[config.mk]
export PLATFORM = sky130hd
export DESIGN_NAME = serial_pattern_detector
export DESIGN_NICKNAME = d
export VERILOG_FILES = /design/src/rtl/serial_det_pkg.sv /design/src/rtl/serial_pattern_detector_sat_counter.sv /design/src/rtl/serial_pattern_detector.sv
export SDC_FILE = /design/constraint.sdc
export NUM_CORES = 1
export LEC_CHECK = 0
export BUFFER_PORTS_ARGS = -buffer_cell sky130_fd_sc_hd__clkbuf_2
export CAP_MARGIN = 25
export CORE_UTILIZATION = 52
export DETAILED_ROUTE_END_ITERATION = 10
export PLACE_DENSITY_LB_ADDON = 0.25
export SYNTH_ARGS = -nofsm -noshare
export SYNTH_HDL_FRONTEND = slang
export SYNTH_SLANG_ARGS = --single-unit
[constraint.sdc]
create_clock -name clk -period 2.5 [get_ports clk]
set_input_delay 0 -clock clk [delete_from_list [all_inputs] [get_ports clk]]
set_output_delay 0 -clock clk [all_outputs]
set_load 0.05 [all_outputs]
[src/rtl/serial_det_pkg.sv]
// -----------------------------------------------------------------------------
// serial_det_pkg
//   Shared definitions for the serial pattern detector: the FSM state type
//   and the default detector configuration.
// -----------------------------------------------------------------------------
package serial_det_pkg;

  // FILL: window still collecting bits; ARMED: window holds PAT_W valid bits
  typedef enum logic {
    FILL  = 1'b0,
    ARMED = 1'b1
  } det_state_e;

  localparam int         DEF_PAT_W   = 4;
  localparam logic [3:0] DEF_PATTERN = 4'b1011;
  localparam int         DEF_OVERLAP = 1;
  localparam int         DEF_CNT_W   = 8;

endpackage

[src/rtl/serial_pattern_detector_sat_counter.sv]
// -----------------------------------------------------------------------------
// sat_counter
//   Up-counter that stops at all-ones instead of wrapping.
// Ports
//   clk    in  1      rising-edge clock
//   rst    in  1      synchronous reset, active-high, clears count
//   inc    in  1      advance the count by one when not already at maximum
//   count  out CNT_W  current count (registered)
// -----------------------------------------------------------------------------
module sat_counter #(
  parameter int CNT_W = 8
) (
  input  logic             clk,
  input  logic             rst,
  input  logic             inc,
  output logic [CNT_W-1:0] count
);

  localparam logic [CNT_W-1:0] CNT_MAX = {CNT_W{1'b1}};

  logic [CNT_W-1:0] r_count;

  // Count register: clear on reset, advance on inc, hold at maximum
  always_ff @(posedge clk) begin
    if (rst) begin
      r_count <= {CNT_W{1'b0}};
    end else if (inc && (r_count != CNT_MAX)) begin
      r_count <= r_count + {{(CNT_W-1){1'b0}}, 1'b1};
    end else begin
      r_count <= r_count;
    end
  end

  assign count = r_count;

endmodule

[src/rtl/serial_pattern_detector.sv]
// -----------------------------------------------------------------------------
// serial_pattern_detector
//   Watches a qualified serial bit stream and flags every occurrence of a
//   fixed PAT_W-bit pattern (MSB = oldest bit). A registered one-cycle pulse
//   marks each match and a saturating counter tracks matches since reset.
// Ports
//   clk        in   1      rising-edge clock
//   rst        in   1      synchronous reset, active-high
//   in         in   1      serial data bit
//   in_valid   in   1      qualifies in; bit is sampled only when 1
//   match      out  1      one-cycle pulse per detected pattern (registered)
//   match_cnt  out  CNT_W  matches since reset, saturating at all-ones
//   primed     out  1      window holds PAT_W valid bits
// -----------------------------------------------------------------------------
module serial_pattern_detector
  import serial_det_pkg::*;
#(
  parameter int               PAT_W   = DEF_PAT_W,
  parameter logic [PAT_W-1:0] PATTERN = DEF_PATTERN,
  parameter int               OVERLAP = DEF_OVERLAP,
  parameter int               CNT_W   = DEF_CNT_W
) (
  input  logic             clk,
  input  logic             rst,
  input  logic             in,
  input  logic             in_valid,
  output logic             match,
  output logic [CNT_W-1:0] match_cnt,
  output logic             primed
);

  localparam int            FILL_W    = $clog2(PAT_W + 1);
  localparam logic [FILL_W-1:0] FILL_FULL = FILL_W'(PAT_W);
  localparam logic [FILL_W-1:0] FILL_ONE  = FILL_W'(1);
  localparam logic          RESTART_ON_HIT = (OVERLAP == 0);

  logic [PAT_W-1:0]  r_win;
  logic [FILL_W-1:0] r_fill;
  det_state_e        r_state;
  logic              r_match;

  logic [PAT_W-1:0]  w_win_shift;
  logic [FILL_W-1:0] w_fill_inc;
  logic              w_hit;
  logic [PAT_W-1:0]  w_win_nxt;
  logic [FILL_W-1:0] w_fill_nxt;
  det_state_e        w_state_nxt;

  assign w_win_shift = {r_win[PAT_W-2:0], in};
  assign w_fill_inc  = (r_fill == FILL_FULL) ? FILL_FULL : (r_fill + FILL_ONE);
  // A hit needs a full window of real samples, so reset zeros never match
  assign w_hit       = in_valid && (w_fill_inc == FILL_FULL) && (w_win_shift == PATTERN);

  // Next-state logic for window, fill level and FSM state
  always_comb begin
    w_win_nxt   = r_win;
    w_fill_nxt  = r_fill;
    w_state_nxt = r_state;
    if (!in_valid) begin
      w_win_nxt   = r_win;
      w_fill_nxt  = r_fill;
      w_state_nxt = r_state;
    end else if (w_hit && RESTART_ON_HIT) begin
      // Non-overlapping mode: the window still loads the bit, but the next
      // match must be built entirely from fresh samples
      w_win_nxt   = w_win_shift;
      w_fill_nxt  = {FILL_W{1'b0}};
      w_state_nxt = FILL;
    end else begin
      w_win_nxt  = w_win_shift;
      w_fill_nxt = w_fill_inc;
      case (r_state)
        FILL: begin
          if (w_fill_inc == FILL_FULL) begin
            w_state_nxt = ARMED;
          end else begin
            w_state_nxt = FILL;
          end
        end
        ARMED:   w_state_nxt = ARMED;
        default: w_state_nxt = FILL;
      endcase
    end
  end

  // Window, fill, state and match pulse registers
  always_ff @(posedge clk) begin
    if (rst) begin
      r_win   <= {PAT_W{1'b0}};
      r_fill  <= {FILL_W{1'b0}};
      r_state <= FILL;
      r_match <= 1'b0;
    end else begin
      r_win   <= w_win_nxt;
      r_fill  <= w_fill_nxt;
      r_state <= w_state_nxt;
      r_match <= w_hit;
    end
  end

  sat_counter #(
    .CNT_W (CNT_W)
  ) u_match_cnt (
    .clk   (clk),
    .rst   (rst),
    .inc   (w_hit),
    .count (match_cnt)
  );

  assign match  = r_match;
  assign primed = (r_state == ARMED);

endmodule

==> metrics.md <==
| Metric | Value |
|---|---|
| First drt pass iteration count | 4 |
| Vias in the first global route | 541 |
| Leak | 0.383 nW |
| Crit path DAT | 2.26 ns |
| DIE HEIGHT | 40.4 µm |
| Number of buffers added on ports | 13 |
| Root Driver | clkbuf_4 |
| CTS tree | done |
| Synth Area in Compound Gates | 9.30% |
| Setup Crit Path Kind | reg -> reg |
| Worst hold endpoint | r_win[0] |
| Post-Synth XOR/XNOR Area | 4.57% |
| Multiplexer share of the synthesized area | 6.53% |
| FP Rows | 13 |
| Clk sinks | 16 |
| Min-delay src | in |
| Top cells by area, synth | dfxtp_1, mux2i_1, nor2_1 |
| Die Wd | 40.4 µm |
| Initial antenna violation count | 0 |
| Worst relative slew slack | 78.6% |
| Flop-to-flop setup slack | 0.48 ns |
| Final Slew Violations | 0 |
| H-tree depth | 1 |
| Post-CTS setup buffers | 0 |
| Setup ws final | 0.479 ns |
| Area delta synth->final | 13.2% |
| Final Cell Area | 868 µm² |
| Distinct cells, synth | 26 |
| DRC viols | 0 |
| Crit start category | flip-flop |
| Clk_skew | 0.00291 ns |
| Dpl ws | 0.519 ns |
| Yosys top cell area share | 41.8% |
| Layout cells sized above 1 | 21.1% |
| CTS Buf Count | 3 |
| Routed wire per std cell | 12.2 µm |
| Cell count after synthesis | 81 |
| Worst Hold Class | in -> reg |
| Grt ovf | 0 |
| Vias | 619 |
| Worst vdd ir | 0.000312 V |
| Clock Pin Slew Worst Setup and Hold Paths | 0.09 ns |
| Cell accounting for the most synthesized area | dfxtp_1 |
| Avg Cell Area, Syn | 9.47 µm² |
| Adder-Cell Fraction of Synth Area | 4.89% |
| Critical Path RT | 2.74 ns |
| Top FF cell, synth | dfxtp_1 |
| Setup_tns | 0 ns |
| Worst skew pair latency | 0.29 ns |
| # setup viols final | 0 |
| I/O pins | 14 |
| Simple-gate portion of the synthesized area | 29.5% |
| Ys Warns | 0 |
| Routed Antenna Nets | 0 |
| Fmax | 495 MHz |
| Post-synth EDFFs | 0 |
| Fin crit period | 2.02 ns |
| Final period utilization | 80.8% |
| Core area | 1330 µm² |
| RR Endpoint | u_match_cnt.count[6] |
| Mapped Area | 767 µm² |
| Area of the die | 1630 µm² |
| Ys async rst share | 0% |
| Reg2Reg Depth | 7 |
| Seq cells post-synth | 16 |
| Worst-Margin Slew | 0.322 ns |
| GRT Total Usage | 21.0% |
| Power per cell area | 534 nW/µm² |
| Global-route wire length before repair | 2190 µm |
| Commonest non-fill, non-tap cell in the layout | dfxtp_1 |
| CP startpoint | r_fill[0] |
| Routed vias/inst | 5.63 |
| DRT Wirelength | 1350 µm |
| RD Place Congestion | 0.751 |
| DP Area | 832 µm² |
| Reg-to-Reg Start | r_fill[0] |
| Main combinational cell family by area after synthesis | simple AND/OR/NAND/NOR gates |
| Largest net degree at the start of global routing | 18 |
| Hold-fix buffers, CTS | 0 |
| Largest fanout on the critical path | 6 |
| MaxCap Viol Count | 0 |
| CTS max path bufs | 2 |
| Unrepaired setup endpoints after global routing | false |
| Syn nets | 88 |
| Post_cts resized | 0 |
| Post-DP HPWL | 998 µm |
| Initial Util | 57.5% |
| Final Net Count | 103 |
| Final Hold Viols | 0 |
| 1st-iter DRT viols | 8 |
| Status | finished clean |
| Ant diodes | 0 |
| Critical path endpoint category | flip-flop |
| Commonest cells after routing, fill and taps aside | dfxtp_1, clkbuf_2, nor2_1 |
| Hold path depth | 3 |
| Register area share after synthesis | 41.8% |
| Fillers | 113 |
## worst max-delay path: stages, from the launching register on
cell       delay [ns]
dfxtp_1          0.44
inv_1            0.07
ha_1             0.32
nand4bb_1        0.20
nand3_1          0.23
nand2_1          0.13
or4_1            0.51
nand2_1          0.07
## sequential cells by signal (all words and copies together) (netlist names)
name / flops
u_match_cnt.count: 8
primed: 1
r_win: 3
match: 1
r_fill: 3
## logic make-up (layout without fill, tap and decap cells)
group,count (synthesis),after routing
AOI/OAI and AO/OA,10,10
muxes,5,5
xor gates and xnor gates,4,4
buffers and inverters,5,19
DFF,16,16
adders and majority gates,3,3
and+or+nand+nor,38,38
## power breakdown
| group | internal (mW) | leakage (nW) | switching [mW] |
|---|---|---|---|
| clock | 0.0888 | 0.0210 | 0.0785 |
| combinational | 0.0126 | 0.232 | 0.0179 |
| sequential | 0.260 | 0.130 | 0.00624 |
| total | 0.361 | 0.383 | 0.103 |
## through the flow
| stage | cells | total power, mW | hold slack [ns] | utilization [%] |
|---|---|---|---|---|
| after CTS | 110 | 0.473 | 0.000293 | 65.1 |
| final | 110 | 0.464 | 0.00529 | 65.1 |
| after detailed placement | 106 | 0.302 | 0.305 | 62.4 |
| after global routing | 110 | 0.490 | 0.0167 | 65.1 |
| after floorplan | 81 | 0.295 | 0.147 | - |
| after global placement | 106 | 0.299 | 0.295 | 62.4 |
## Yosys cell counts (2+ instances only)
library cell	number
nor2b_1	2
nand4_1	3
ha_1	3
nand2_1	5
a21oi_1	6
nand3_1	3
or3_1	2
dfxtp_1	16
mux2i_1	5
xor2_1	4
clkbuf_1	2
nand4bb_1	2
o21ai_0	3
inv_1	2
nor2_1	12
## layout make-up
cell class	instances	area (µm²)	share of cell area, %
multi-input combinational	60	420	48.4
sequential	16	320	36.9
timing repair buffer	13	65.1	7.49
clock buffer	4	36.3	4.18
tap	15	18.8	2.16
inverter	2	7.51	0.865
## per-layer routing
layer / part of all wire (%) / up-vias / track usage, %
met5: 0 / - / 0
met4: 2.7 / 0 / 11.7
met3: 4.8 / 7 / 10.6
met2: 48 / 15 / 35.7
met1: 45 / 284 / 20.5
li1: - / 313 / -
## how the worst max path moves through the flow
stage                           endpoint
floorplan           u_match_cnt.count[7]
global placement    u_match_cnt.count[6]
detailed placement  u_match_cnt.count[6]
CTS                 u_match_cnt.count[6]
global route        u_match_cnt.count[6]
finish              u_match_cnt.count[6]
(Power assumes the default switching activity.)
